$ cat config.mk
export PLATFORM = sky130hd
export DESIGN_NAME = wb_apb_bridge
export DESIGN_NICKNAME = d
export VERILOG_FILES = /design/src/rtl/wb_apb_bridge.sv
export SDC_FILE = /design/constraint.sdc
export NUM_CORES = 1
export LEC_CHECK = 0
export ABC_AREA = 1
export ABC_CLOCK_PERIOD_IN_PS = 1800
export BUFFER_PORTS_ARGS = -buffer_cell sky130_fd_sc_hd__buf_2
export CAP_MARGIN = 20
export CELL_PAD_IN_SITES_DETAIL_PLACEMENT = 1
export CELL_PAD_IN_SITES_GLOBAL_PLACEMENT = 1
export CORE_ASPECT_RATIO = 0.75
export CORE_MARGIN = 10
export CORE_UTILIZATION = 25
export CTS_BUF_LIST = sky130_fd_sc_hd__clkbuf_16
export CTS_CLUSTER_DIAMETER = 150
export DETAILED_ROUTE_END_ITERATION = 10
export HOLD_SLACK_MARGIN = 0.12
export PLACE_DENSITY = 0.64
export SYNTH_ARGS = -nofsm -noshare
export SYNTH_HDL_FRONTEND = slang
export SYNTH_SLANG_ARGS = --single-unit
$ cat constraint.sdc
create_clock -name clk_i -period 1.8 [get_ports clk_i]
set_clock_uncertainty 0.05 [all_clocks]
set_input_delay 0.36 -clock clk_i [delete_from_list [all_inputs] [get_ports clk_i]]
set_output_delay 0.36 -clock clk_i [all_outputs]
set_load 0.02 [all_outputs]
$ cat src/rtl/wb_apb_bridge.sv
// Wishbone B4 slave (classic or pipelined) to APB4 master bridge.
// One Wishbone request becomes one APB SETUP/ACCESS transfer. The APB
// completion is returned to the master as a single ack_o or err_o pulse.
// Every output is driven straight from a flop.
module wb_apb_bridge #(
    parameter int ADDR_WIDTH = 16,
    parameter int DATA_WIDTH = 32,
    parameter int GRANULE    = 8,
    parameter int TIMEOUT    = 16,
    localparam int SEL_WIDTH = DATA_WIDTH / GRANULE
) (
    input  logic                  clk_i,
    input  logic                  rst_i,
    // Wishbone slave side
    input  logic [ADDR_WIDTH-1:0] adr_i,
    input  logic [DATA_WIDTH-1:0] dat_i,
    output logic [DATA_WIDTH-1:0] dat_o,
    input  logic [SEL_WIDTH-1:0]  sel_i,
    input  logic                  we_i,
    input  logic                  cyc_i,
    input  logic                  stb_i,
    output logic                  ack_o,
    output logic                  err_o,
    output logic                  stall_o,
    // APB master side
    output logic [ADDR_WIDTH-1:0] paddr_o,
    output logic                  psel_o,
    output logic                  penable_o,
    output logic                  pwrite_o,
    output logic [DATA_WIDTH-1:0] pwdata_o,
    output logic [SEL_WIDTH-1:0]  pstrb_o,
    input  logic [DATA_WIDTH-1:0] prdata_i,
    input  logic                  pready_i,
    input  logic                  pslverr_i
);

    typedef enum logic [1:0] {
        IDLE,
        SETUP,
        ACCESS,
        RESP
    } state_t;

    // Wide enough to hold TIMEOUT-1, the last wait count before aborting.
    localparam int CNT_WIDTH = (TIMEOUT > 1) ? $clog2(TIMEOUT) : 1;
    localparam logic [CNT_WIDTH-1:0] CNT_LAST = CNT_WIDTH'(TIMEOUT - 1);

    state_t                state_q;
    logic [CNT_WIDTH-1:0]  wait_cnt_q;
    logic                  abandon_q;   // master dropped cyc_i mid-transfer
    logic                  abandon;

    logic [DATA_WIDTH-1:0] dat_q;
    logic                  ack_q;
    logic                  err_q;
    logic                  stall_q;
    logic [ADDR_WIDTH-1:0] paddr_q;
    logic                  psel_q;
    logic                  penable_q;
    logic                  pwrite_q;
    logic [DATA_WIDTH-1:0] pwdata_q;
    logic [SEL_WIDTH-1:0]  pstrb_q;

    // The response is suppressed if cyc_i was low on any SETUP/ACCESS edge,
    // including the completing edge itself.
    assign abandon = abandon_q | ~cyc_i;

    // Request capture, APB sequencing and Wishbone response in one FSM.
    always_ff @(posedge clk_i) begin
        // NOTE: reset is synchronous here, so it sits inside the clocked
        // branch and only takes effect on an edge; all state uses <= so
        // every flop samples the pre-edge values of its neighbours.
        if (rst_i) begin
            state_q    <= IDLE;
            wait_cnt_q <= '0;
            abandon_q  <= 1'b0;
            dat_q      <= '0;
            ack_q      <= 1'b0;
            err_q      <= 1'b0;
            stall_q    <= 1'b0;
            paddr_q    <= '0;
            psel_q     <= 1'b0;
            penable_q  <= 1'b0;
            pwrite_q   <= 1'b0;
            pwdata_q   <= '0;
            pstrb_q    <= '0;
        end else begin
            // Response strobes are single-cycle pulses by default.
            ack_q <= 1'b0;
            err_q <= 1'b0;
            unique case (state_q)
                IDLE: begin
                    stall_q   <= 1'b0;
                    psel_q    <= 1'b0;
                    penable_q <= 1'b0;
                    abandon_q <= 1'b0;
                    if (cyc_i && stb_i) begin
                        stall_q    <= 1'b1;
                        wait_cnt_q <= '0;
                        if (we_i && (sel_i == '0)) begin
                            // A write with no byte lanes never reaches APB.
                            err_q   <= 1'b1;
                            state_q <= RESP;
                        end else begin
                            paddr_q  <= adr_i;
                            pwrite_q <= we_i;
                            pwdata_q <= dat_i;
                            pstrb_q  <= we_i ? sel_i : '0;
                            psel_q   <= 1'b1;
                            state_q  <= SETUP;
                        end
                    end
                end

                SETUP: begin
                    abandon_q <= abandon;
                    penable_q <= 1'b1;
                    state_q   <= ACCESS;
                end

                ACCESS: begin
                    if (pready_i || (wait_cnt_q == CNT_LAST)) begin
                        psel_q    <= 1'b0;
                        penable_q <= 1'b0;
                        state_q   <= RESP;
                        if (!abandon) begin
                            if (pready_i && !pslverr_i) begin
                                ack_q <= 1'b1;
                                if (!pwrite_q) begin
                                    dat_q <= prdata_i;
                                end
                            end else begin
                                err_q <= 1'b1;
                            end
                        end
                    end else begin
                        wait_cnt_q <= wait_cnt_q + 1'b1;
                        abandon_q  <= abandon;
                    end
                end

                RESP: begin
                    stall_q <= 1'b0;
                    state_q <= IDLE;
                end

                default: state_q <= IDLE;
            endcase
        end
    end

    assign dat_o     = dat_q;
    assign ack_o     = ack_q;
    assign err_o     = err_q;
    assign stall_o   = stall_q;
    assign paddr_o   = paddr_q;
    assign psel_o    = psel_q;
    assign penable_o = penable_q;
    assign pwrite_o  = pwrite_q;
    assign pwdata_o  = pwdata_q;
    assign pstrb_o   = pstrb_q;

endmodule

After elaboration in Yosys (flattened, before gate mapping)
Index checks and enable logic that the tools add are counted.
{"block": "totals", "output_inout_bits": 90, "ram_bits": 0, "romBits": 0, "latchBits": 0, "inputBits": 91, "n_memories": 0, "word_cells": 70, "register_bits": 97}
{"block": "op_classes", "magnitude_cmp": 0, "n_bitwise": 7, "shifts": 0, "n_mul": 0, "n_div": 0, "addsub": 1, "eq_ne": 7, "n_mux": 24, "n_reduce_logical": 18}
{"operator": "2-to-1 mux 4 bit", "count": 3}
{"operator": "2-to-1 mux 1 bit", "count": 11}
{"operator": "case mux 2 bit (4 select lines)", "count": 1}
{"operator": "case mux 4 bit (2 select lines)", "count": 1}
{"operator": "AND reduction 2 bit", "count": 4}
{"operator": "2-to-1 mux 2 bit", "count": 3}
{"operator": "inequality test 2 bit, second input constant", "count": 3}
{"operator": "NOT 1 bit", "count": 6}
{"operator": "case mux 1 bit (2 select lines)", "count": 3}
{"operator": "case mux 1 bit (3 select lines)", "count": 2}
{"operator": "AND reduction 3 bit", "count": 2}
{"operator": "AND reduction 5 bit", "count": 1}
{"operator": "adder 4 x 1 -> 4 bit, second input constant", "count": 1}
{"operator": "== test 2 bit, second input constant", "count": 2}
{"operator": "== test 4 bit, second input constant", "count": 1}
{"operator": "zero test 4 bit", "count": 1}
{"operator": "nonzero test 2 bit", "count": 2}
{"operator": "OR reduction 4 bit", "count": 1}
{"operator": "logical AND 1 bit", "count": 3}
{"operator": "nonzero test 3 bit", "count": 1}
{"operator": "== test 2 x 1 -> 1 bit, second input constant", "count": 1}
{"operator": "zero test 2 bit", "count": 1}
{"operator": "zero test 1 bit", "count": 1}
{"operator": "logical OR 1 bit", "count": 1}
{"operator": "bitwise OR 1 bit", "count": 1}

Longest topological paths before layout
Gate-level depths: netlist (run 1).
{"block": "depth", "word_depth": 6, "depth_mapped": 10}

Worst setup path after synthesis (run 1)
Ideal clock, no wire load.
{"block": "synth_path", "path_type": "flip-flop to flip-flop", "startpoint": "register state_q[0]", "endpoint": "register dat_q[28] (netlist: dat_o[28])", "required_ns": 1.685, "arrival_time_ns": 1.454, "path_buffers": 2, "stages_incl_launch_ff": 10, "setup_time_ns": 0.065, "setup_slack_ns": 0.231, "cell_sequence": "dfxtp_1 inv_1 ha_1 buf_2 inv_2 nor2_1 nand2_1 clkbuf_1 o21ai_0 nor2_1"}
{"block": "synth_via", "elab_chain_cells": 2}
{"item": "start, declared", "line": "48", "rtl": "state_t state_q;"}
{"item": "start signal, assigned", "line": "74", "rtl": "state_q <= IDLE;"}
{"item": "start signal, assigned", "line": "103", "rtl": "state_q <= RESP;"}
{"item": "start signal, assigned", "line": "110", "rtl": "state_q <= SETUP;"}
{"item": "== test 2 bit", "line": "91", "rtl": "unique case (state_q)"}
{"item": "AND reduction 5 bit (no source line)"}
{"item": "end signal, assigned", "line": "130", "rtl": "dat_q <= prdata_i;"}
{"item": "end, declared", "line": "53", "rtl": "logic [DATA_WIDTH-1:0] dat_q;"}
No other way between the ends.
A chain may end at the register's enable or synchronous reset.

Worst setup path in the final report (run 1)
{"block": "layout_path", "startpoint": "register state_q[1]", "endpoint": "register pwdata_q[4] (netlist: pwdata_o[4])"}
{"block": "layout_via", "elab_chain_cells": 2}
{"item": "zero test 2 bit", "line": "91"}
{"item": "AND reduction 3 bit (no source line)"}
{"item": "end signal, assigned", "line": "107", "rtl": "pwdata_q <= dat_i;"}
{"item": "end, declared", "line": "61", "rtl": "logic [DATA_WIDTH-1:0] pwdata_q;"}
No other way between the ends.

==> reports/metrics.csv, run 1 <==
stage;metric;value;unit
logic_synthesis;Yosys top cell by area;dfxtp_1;
sta;Least-Margin Pin Slew;0.4621;ns
clock_tree;clk sinks;97;
cells_and_area;area growth from synthesis to layout;39.07;%
critical_path;Worst path slowest cell;dfxtp_1;
placed_design;Routability Congestion;0.7706;
detailed_routing;WL final;13.29;mm
sta;Final Hold Viols;0;
cells_and_area;commonest non-fill, non-tap cells in the layout;buf_2 (180), nor2_1 (152), dfxtp_1 (96), o21ai_0 (73), nand2_1 (37);
placed_design;Inst Count DP;843;
power;Comb power frac;29.8;%
critical_path;Worst EP required;2.04;ns
logic_synthesis;top post-synthesis cells by area;dfxtp_1 (52%), nor2_1 (15%), o21ai_0 (10%);
logic_synthesis;cell count after synthesis;479;
cells_and_area;final cell count without fillers;859;
clock_tree;H-tree Lvls;3;
global_routing;first-pass GRT wire length;20.70;mm
power;Power Dens Cells;1325;nW/um2
detailed_routing;vias per cell;4.396;
logic_synthesis;flops & latches, synth;97;
die;Initial Utilization;25.69;%
critical_path;CP max stage delay;0.34;ns
clock_tree;TritonCTS buffer count;9;
power;leak pwr;0.002468;uW
clock_tree;clk_lat worst skew;0.35;ns
clock_tree;Clk Tree Root Cell;clkbuf_16;
power;clock group share of total power;31.5;%
cells_and_area;most common cell after layout, fill and taps aside;buf_2;
flow_run;Max-cap violations;0;
sta;unrepaired setup endpoints after global routing;yes;
die;standard-cell row count;38;
critical_path;Crit. Startpoint;state_q[1]$_SDFFE_PP0P_;
critical_path;Buffers & Inverters on Critical Path;3;
logic_synthesis;syn nets;576;
clock_tree;clk buf depth;2;
cells_and_area;share of layout cells above drive strength 1;36.02;%
sta;fin crit share;89.58;%
die;die area;20350;um2
critical_path;Crit path max-delay family;buffers and inverters;
die;core area;14600;um2
clock_tree;Setup Buffers After CTS;0;
global_routing;largest net degree at the start of global routing;54;
die;# IOs;181;
power;Reg power frac;38.7;%
logic_synthesis;Synth Warn #;0;
critical_path;most frequent CP cell;nor2_1;
logic_synthesis;Cell Area, Synth;3750;um2
global_routing;GRT Util Overall;12.70;%
detailed_routing;detailed-route wire length per cell;15.47;um
detailed_routing;Routed Antenna Nets;0;
sta;Final Critical Period;1.612;ns
detailed_routing;TritonRoute pass-1 iters;4;
detailed_routing;drt drc;0;
die;die width;161.4;um
critical_path;worst r2r src;state_q[1]$_SDFFE_PP0P_;
placed_design;PortBufs;180;
power;Net Switching;2359;uW
power;Final Power;6909;uW
clock_tree;Clock Pin Slew Worst Setup and Hold Paths;0.07;ns
power;Net Sw Frac;34.15;%
placed_design;HPWL Detailed;10.24;mm
sta;final setup fails;0;
global_routing;vias in the first global route;3926;
logic_synthesis;Synth Area per Inst;7.828;um2
power;Pint;4550;uW
critical_path;Worst setup SP type;register;
critical_path;WP data arrival;1.85;ns
die;Die Height;126.1;um
critical_path;path type of the worst setup path;reg2reg;
run_status;status;finished clean;
detailed_routing;DRT iter0 DRCs;114;
logic_synthesis;synth unique cells;25;
logic_synthesis;Synth top area share;51.79;%
clock_tree;CTS tree;done;
sta;Slew Limit Fails;0;
sta;Fmax;0.6202;GHz
global_routing;antenna violations before repair;1;
clock_tree;post-cts hold buffer count;0;
critical_path;Worst setup EP type;register;
cells_and_area;fin nets;751;
sta;hold slack final;0.1993;ns
detailed_routing;DR vias;3776;
critical_path;worst path cell trace;inv_1, ha_1, inv_2, nor2_8, nand2_4, inv_6, nor2_1, nor2_1;
logic_synthesis;sequential element share of the synthesized area;51.79;%
critical_path;CP Max Fanout;48;
min_path;min-delay worst type;in2reg;
global_routing;Congestion Overflow GR;0;
power;peak supply drop;0.4065;mV
min_path;hold_sp;prdata_i[5];
sta;Max-slew headroom;69.19;%
## metal layers
layer	GRT usage [%]	up-vias	routed length, um
li1	-	1888	-
met4	4.645	0	182
met1	14.61	1765	5935
met2	20.90	112	6167
met5	0	-	0
met3	5.111	11	1000
## final timing paths
check / to / cells past startpoint / slack (ns)
max: pwdata_o[4]$_SDFFE_PP0P_ / 8 / 0.19
min: dat_o[5]$_SDFFE_PP0P_ / 3 / 0.20
max reg2reg: pwdata_o[4]$_SDFFE_PP0P_ / 8 / 0.19
min reg2reg: dat_o[11]$_SDFFE_PP0P_ / 2 / 0.43
## sequential cells by signal, summed over array words and instances (netlist names)
signal	count
stall_o	1
paddr_o	16
pstrb_o	4
pwdata_o	32
ack_o	1
penable_o	1
psel_o	1
wait_cnt_q	4
pwrite_o	1
state_q	2
dat_o	32
abandon_q	1
err_o	1
## metrics by stage
step	instance area, um2	utilization (%)	TNS, ns	worst slack, ns
after CTS	5209	35.68	0	0.03932
after global routing	5213	35.71	-0.002900	-0.002900
after global placement	4875	33.40	0	0.1417
after floorplan	3750	-	0	0.2311
final	5215	35.73	0	0.1876
after detailed placement	4875	33.40	0	0.05090
## layout make-up
type / instances / area, um2
well taps: 200 / 250.2
inverters: 17 / 68.82
clock inverters: 6 / 108.9
diodes: 1 / 2.502
fillers: 1853 / 9382
repair buffers: 191 / 1033
clock buffers: 9 / 225.2
flip-flops and latches: 97 / 1943
multi-input cells: 338 / 1583
## cells in the mapped netlist
cell      number
nor2_1       152
dfxtp_1       97
o21ai_0       75
nand2_1       37
nor2_2        20
a21oi_1       16
clkbuf_1      13
nand3_1       13
inv_1         12
buf_2         11
ha_1           6
o21ai_1        6
inv_2          4
nand3b_1       4
buf_12         2
nand4_1        2
a21oi_2        1
buf_8          1
inv_4          1
nand2_4        1
nand3_4        1
nor2_4         1
nor2_8         1
nor3_1         1
nor4_1         1
## cells by family after synthesis
family	count (synthesis)	synth area share [%]
adder cells (fa/ha/maj)	6	2.002
AO/OA/AOI/OAI	98	13.18
flip-flops	97	51.79
buffers and inverters	44	6.006
AND/OR/NAND/NOR	234	27.03
## power by group through the flow
stage | logic (uW) | clock network (uW) | registers (uW)
after floorplan | 1040 | 0 | 3040
final | 2060 | 2180 | 2670
after global routing | 2300 | 2330 | 2720
after detailed placement | 2090 | 0 | 2720
after global placement | 2020 | 0 | 2700
after CTS | 2100 | 2260 | 2680
## repair_timing
action | 4_1_cts | 5_1_grt
endpoints found under the hold margin | 0 | 0
resized for setup | 0 | 4
setup endpoints to repair | 0 | 67
## worst min-delay path, stage by stage
cell and delay (ns):
buf_2 0.07, o21ai_1 0.05, nor2_1 0.07
Power figures use the tool's default switching activity.
==> run 2: changes to the inputs <==
- BUFFER_PORTS_ARGS: -buffer_cell sky130_fd_sc_hd__buf_2 -> -buffer_cell sky130_fd_sc_hd__clkbuf_2
==> reports/metrics.csv, run 2 (same netlist as run 1, synthesis figures left out) <==
stage;metric;value;unit
run_status;status;finished clean;
global_routing;Top Usage Layer GRT;met2;
placed_design;Place WS;0.1158;ns
die;# IOs;181;
cells_and_area;fin nets;755;
global_routing;GR Util met2;20.80;%
sta;fin crit share;90.83;%
global_routing;vias in the first global route;3999;
sta;Final Hold Viols;0;
sta;unrepaired setup endpoints after global routing;no;
detailed_routing;drt drc;0;
clock_tree;clk buf depth;2;
power;peak supply drop;0.4656;mV
critical_path;Worst EP required;2.00;ns
global_routing;first-pass GRT wire length;21.36;mm
power;Comb power frac;30.7;%
cells_and_area;most common cell after layout, fill and taps aside;clkbuf_2;
critical_path;path type of the worst setup path;reg2reg;
critical_path;WP data arrival;1.83;ns
power;Pint;4462;uW
placed_design;HPWL Detailed;10.51;mm
clock_tree;Clock Pin Slew Worst Setup and Hold Paths;0.07;ns
sta;setup ws final;0.1651;ns
critical_path;CP Max Fanout;7;
detailed_routing;WL final;13.35;mm
sta;Final Critical Period;1.635;ns
critical_path;instance count on the critical path;7;
clock_tree;H-tree Lvls;3;
detailed_routing;TritonRoute pass-1 iters;4;
critical_path;Worst setup EP type;register;
critical_path;Buffers & Inverters on Critical Path;2;
die;core area;14600;um2
die;Die Height;126.1;um
critical_path;Crit. Startpoint;state_q[1]$_SDFFE_PP0P_;
clock_tree;Setup Buffers After CTS;0;
power;Power Dens Cells;1304;nW/um2
sta;final setup fails;0;
global_routing;GR Layer Usage met3;5.990;%
critical_path;Reg2Reg Depth;7;
min_path;min-delay worst type;in2reg;
sta;Least-Margin Pin Slew;0.3530;ns
sta;Slew Limit Fails;0;
power;clock group share of total power;30.2;%
cells_and_area;final instance area;5261;um2
critical_path;worst reg2reg path endpoint;wait_cnt_q[3]$_SDFFE_PP0P_;
critical_path;worst path cell trace;inv_1, ha_1, buf_4, a21oi_2, nand2_1, a21oi_1, nor2_1;
placed_design;PortBufs;180;
global_routing;Congestion Overflow GR;0;
critical_path;Critical Path Sink;wait_cnt_q[3]$_SDFFE_PP0P_;
critical_path;Worst path slowest cell;dfxtp_1;
critical_path;CP max stage delay;0.39;ns
critical_path;Worst setup SP type;register;
power;leak pwr;0.002443;uW
clock_tree;clk sinks;97;
detailed_routing;vias per cell;4.385;
sta;Fmax;0.6117;GHz
critical_path;worst r2r src;state_q[1]$_SDFFE_PP0P_;
sta;Max-slew headroom;76.47;%
global_routing;antenna violations before repair;1;
die;die width;161.4;um
flow_run;Max-cap violations;0;
critical_path;R2R Setup Slk;0.17;ns
sta;Post-Route Setup TNS;0;ns
power;Reg power frac;39.1;%
detailed_routing;detailed-route wire length per cell;15.45;um
clock_tree;clk_lat worst skew;0.35;ns
detailed_routing;DR vias;3789;
power;Net Switching;2401;uW
global_routing;met1 GRT Util;15.02;%
detailed_routing;DRT iter0 DRCs;122;
cells_and_area;share of layout cells above drive strength 1;36.35;%
global_routing;GRT Util Overall;12.94;%
clock_tree;TritonCTS buffer count;9;
cells_and_area;commonest non-fill, non-tap cells in the layout;clkbuf_2 (180), nor2_1 (152), dfxtp_1 (97), o21ai_0 (75), nand2_1 (37);
placed_design;Routability Congestion;0.7766;
die;standard-cell row count;38;
clock_tree;CTS tree;done;
global_routing;largest net degree at the start of global routing;44;
clock_tree;Clk Tree Root Cell;clkbuf_16;
placed_design;post-placement cell area;4930;um2
critical_path;Crit path max-delay family;compound AO/OA/AOI/OAI gates;
cells_and_area;area growth from synthesis to layout;40.31;%
die;Initial Utilization;25.69;%
detailed_routing;Routed Antenna Nets;0;
power;Net Sw Frac;34.98;%
die;die area;20350;um2
==> run 2: cell types whose count changed in the layout (fill, tap and decap cells not counted), sizes merged <==
| cell | change |
|---|---|
| clkinv | +5 |
| inv | -1 |
| clkbuf | +180 |
| buf | -176 |
| clkinvlp | -2 |
| bufinv | -1 |
==> run 2: power by group through the flow <==
stage / registers (uW) / logic, uW / clock network [uW]
6_report: 2680 / 2110 / 2070
3_5_place_dp: 2740 / 2130 / 0
3_3_place_gp: 2720 / 2070 / 0
2_1_floorplan: 3040 / 1040 / 0
5_1_grt: 2730 / 2370 / 2230
4_1_cts: 2690 / 2140 / 2150
==> run 2: worst min path at each step <==
stage / depth (start not counted) / slack (ns) / startpoint / endpoint
2_1_floorplan: 1 / 0.39 / rst_i / ack_o$_SDFF_PP0_
3_3_place_gp: 2 / 0.40 / pstrb_o[0]$_SDFFE_PP0P_ / pstrb_o[0]$_SDFFE_PP0P_
3_5_place_dp: 2 / 0.41 / pstrb_o[2]$_SDFFE_PP0P_ / pstrb_o[2]$_SDFFE_PP0P_
4_1_cts: 3 / 0.19 / prdata_i[30] / dat_o[30]$_SDFFE_PP0P_
5_1_grt: 3 / 0.20 / prdata_i[6] / dat_o[6]$_SDFFE_PP0P_
6_report: 3 / 0.20 / prdata_i[6] / dat_o[6]$_SDFFE_PP0P_
==> run 2: area by class of cell <==
| class | count | area, um2 |
|---|---|---|
| Clock buffer | 9 | 225.2 |
| Sequential cell | 97 | 1942 |
| Inverter | 17 | 66.31 |
| Tap cell | 200 | 250.2 |
| Clock inverter | 7 | 95.09 |
| Fill cell | 1833 | 9335 |
| Multi-Input combinational cell | 338 | 1592 |
| Timing Repair Buffer | 195 | 1089 |
| Antenna cell | 1 | 2.502 |
==> run 2: worst register-to-register path: stages, from the launching register on <==
cell and delay, ns:
dfxtp_1 0.39, inv_1 0.10, ha_1 0.22, buf_4 0.16, a21oi_2 0.31, nand2_1 0.13
a21oi_1 0.13, nor2_1 0.05
==> run 2: through the flow <==
step	hold WS, ns	total power [uW]	util (%)	std cells
finish	0.1982	6863	36.04	864
global route	0.2021	7326	36.03	863
floorplan	0.3875	4085	-	479
CTS	0.1869	6975	35.97	863
global placement	0.4048	4788	33.77	847
detailed placement	0.4117	4867	33.77	847
==> run 2: per-layer routing <==
| layer | vias up | wire (um) |
|---|---|---|
| met4 | 0 | 184 |
| met5 | - | 0 |
| met2 | 110 | 6167 |
| met1 | 1780 | 5853 |
| met3 | 14 | 1147 |
| li1 | 1885 | - |
==> run 2: repair_timing <==
action | CTS | global route
endpoints found under the setup margin | 0 | 15
resized for setup | 0 | 1
hold buffers | 0 | 0
==> run 3: changes to the inputs <==
- CORE_MARGIN: 10 -> default
- GPL_ROUTABILITY_DRIVEN: default -> 0
==> reports/metrics.csv, run 3 (same netlist as run 1, synthesis figures left out) <==
stage;metric;value;unit
sta;fin crit share;94.70;%
sta;Final Critical Period;1.705;ns
critical_path;worst path cell trace;inv_1, ha_2, inv_2, nor2_8, nand2_4, buf_4, o21ai_0, nor2_1;
power;Power Dens Cells;1268;nW/um2
die;standard-cell row count;38;
die;Die Height;108.1;um
clock_tree;Clock Pin Slew Worst Setup and Hold Paths;0.07;ns
clock_tree;TritonCTS buffer count;9;
flow_run;Max-cap violations;0;
detailed_routing;WL final;11.72;mm
power;Final Power;6529;uW
cells_and_area;fin nets;749;
run_status;status;finished clean;
cells_and_area;share of layout cells above drive strength 1;35.92;%
critical_path;path type of the worst setup path;reg2reg;
clock_tree;clk_lat worst skew;0.35;ns
die;die width;143.4;um
clock_tree;clk buf depth;2;
critical_path;Worst setup EP type;register;
sta;Final Hold Viols;0;
cells_and_area;most common cell after layout, fill and taps aside;clkbuf_2;
power;peak supply drop;0.4580;mV
sta;Fmax;0.5866;GHz
critical_path;CP max stage delay;0.35;ns
critical_path;Worst path slowest cell;dfxtp_1;
global_routing;antenna violations before repair;0;
detailed_routing;DR vias;3702;
die;# IOs;181;
global_routing;GRT Util Overall;15.80;%
critical_path;WP data arrival;1.89;ns
sta;Slew Limit Fails;0;
critical_path;Worst setup SP type;register;
min_path;min-delay worst type;in2reg;
critical_path;Worst EP required;1.99;ns
clock_tree;post_cts resized;0;
die;die area;15500;um2
clock_tree;H-tree Lvls;3;
cells_and_area;ANT cells;0;
detailed_routing;TritonRoute pass-1 iters;4;
placed_design;HPWL Detailed;8.805;mm
sta;Least-Margin Pin Slew;0.3720;ns
detailed_routing;Routed Antenna Nets;0;
global_routing;largest net degree at the start of global routing;69;
global_routing;first-pass GRT wire length;18.80;mm
placed_design;post-placement cell area;4860;um2
sta;unrepaired setup endpoints after global routing;yes;
detailed_routing;drt drc;0;
die;Initial Utilization;25.77;%
clock_tree;CTS tree;done;
detailed_routing;DRT iter0 DRCs;140;
cells_and_area;final instance area;5150;um2
sta;Max-slew headroom;75.20;%
cells_and_area;area occupied by multi-input gates;1585;um2
die;core area;14550;um2
detailed_routing;detailed-route wire length per cell;13.67;um
cells_and_area;area growth from synthesis to layout;37.34;%
clock_tree;clk sinks;97;
placed_design;PortBufs;180;
cells_and_area;commonest non-fill, non-tap cells in the layout;clkbuf_2 (180), nor2_1 (152), dfxtp_1 (97), o21ai_0 (64), nand2_1 (37);
global_routing;Congestion Overflow GR;0;
sta;final setup fails;0;
global_routing;vias in the first global route;3678;
power;leak pwr;0.002378;uW
clock_tree;Clk Tree Root Cell;clkbuf_16;
clock_tree;Setup Buffers After CTS;0;
detailed_routing;vias per cell;4.320;
cells_and_area;Storage cell area;1942;um2
critical_path;CP Max Fanout;21;
clock_tree;post-cts hold buffer count;0;
cells_and_area;Filler cells;1857;
cells_and_area;Util after Layout;35.40;%
## run 3: cell count changes in the layout (fill, tap and decap cells not counted), moves of 2 or more
cell	before	now
bufinv_16	2	0
buf_4	9	4
clkinvlp_4	0	4
o21ai_0	75	64
clkinv_4	3	0
o21ai_1	6	17
## run 3: metal layers
layer	vias to the layer above	share of wire [%]	GRT usage (%)
li1	1881	-	-
met1	1707	47	20.23
met2	103	45	24.76
met3	11	6.8	5.004
met4	0	1.4	5.927
met5	-	0	0
## run 3: worst paths after layout
| kind | start | endpoint | slack, ns | depth (start not counted) |
|---|---|---|---|---|
| setup / recovery | state_q[1]$_SDFFE_PP0P_ | pwdata_o[4]$_SDFFE_PP0P_ | 0.1 | 8 |
| hold reg to reg | penable_o$_SDFFE_PP0P_ | penable_o$_SDFFE_PP0P_ | 0.42 | 2 |
| setup reg to reg | state_q[1]$_SDFFE_PP0P_ | pwdata_o[4]$_SDFFE_PP0P_ | 0.1 | 8 |
| hold / removal | rst_i | pstrb_o[3]$_SDFFE_PP0P_ | 0.19 | 2 |
## run 3: through the flow
step	hold slack, ns	setup WS, ns	TNS, ns	instances
after detailed placement	0.4102	0.01784	0	841
after floorplan	0.3875	0.2311	0	479
after CTS	0.1680	0.001700	0	857
after global routing	0.1677	-0.03978	-0.2690	857
final	0.1874	0.09534	0	857
after global placement	0.4014	0.1272	0	841
## run 3: final cells by class
class,count,share of cell area [%]
sequential,97,37.71
multi-input combinational,338,30.78
clock inverter,7,0.9232
timing repair buffer,189,20.02
inverter,17,1.336
clock buffer,9,4.373
tap,200,4.859
## run 3: power by group
group / internal [uW] / switching, uW / total (uW)
Sequential: 2470 / 204 / 2680
Clock: 934 / 868 / 1800
Combinational: 738 / 1310 / 2050
## run 3: worst max-delay path: cells and delay by family, from the launching register on
kind	cells	cell delay, ns
flops	1	0.35
simple gates	3	0.34
compound gates	1	0.18
fa+ha+maj	1	0.24
buf+inv	3	0.41
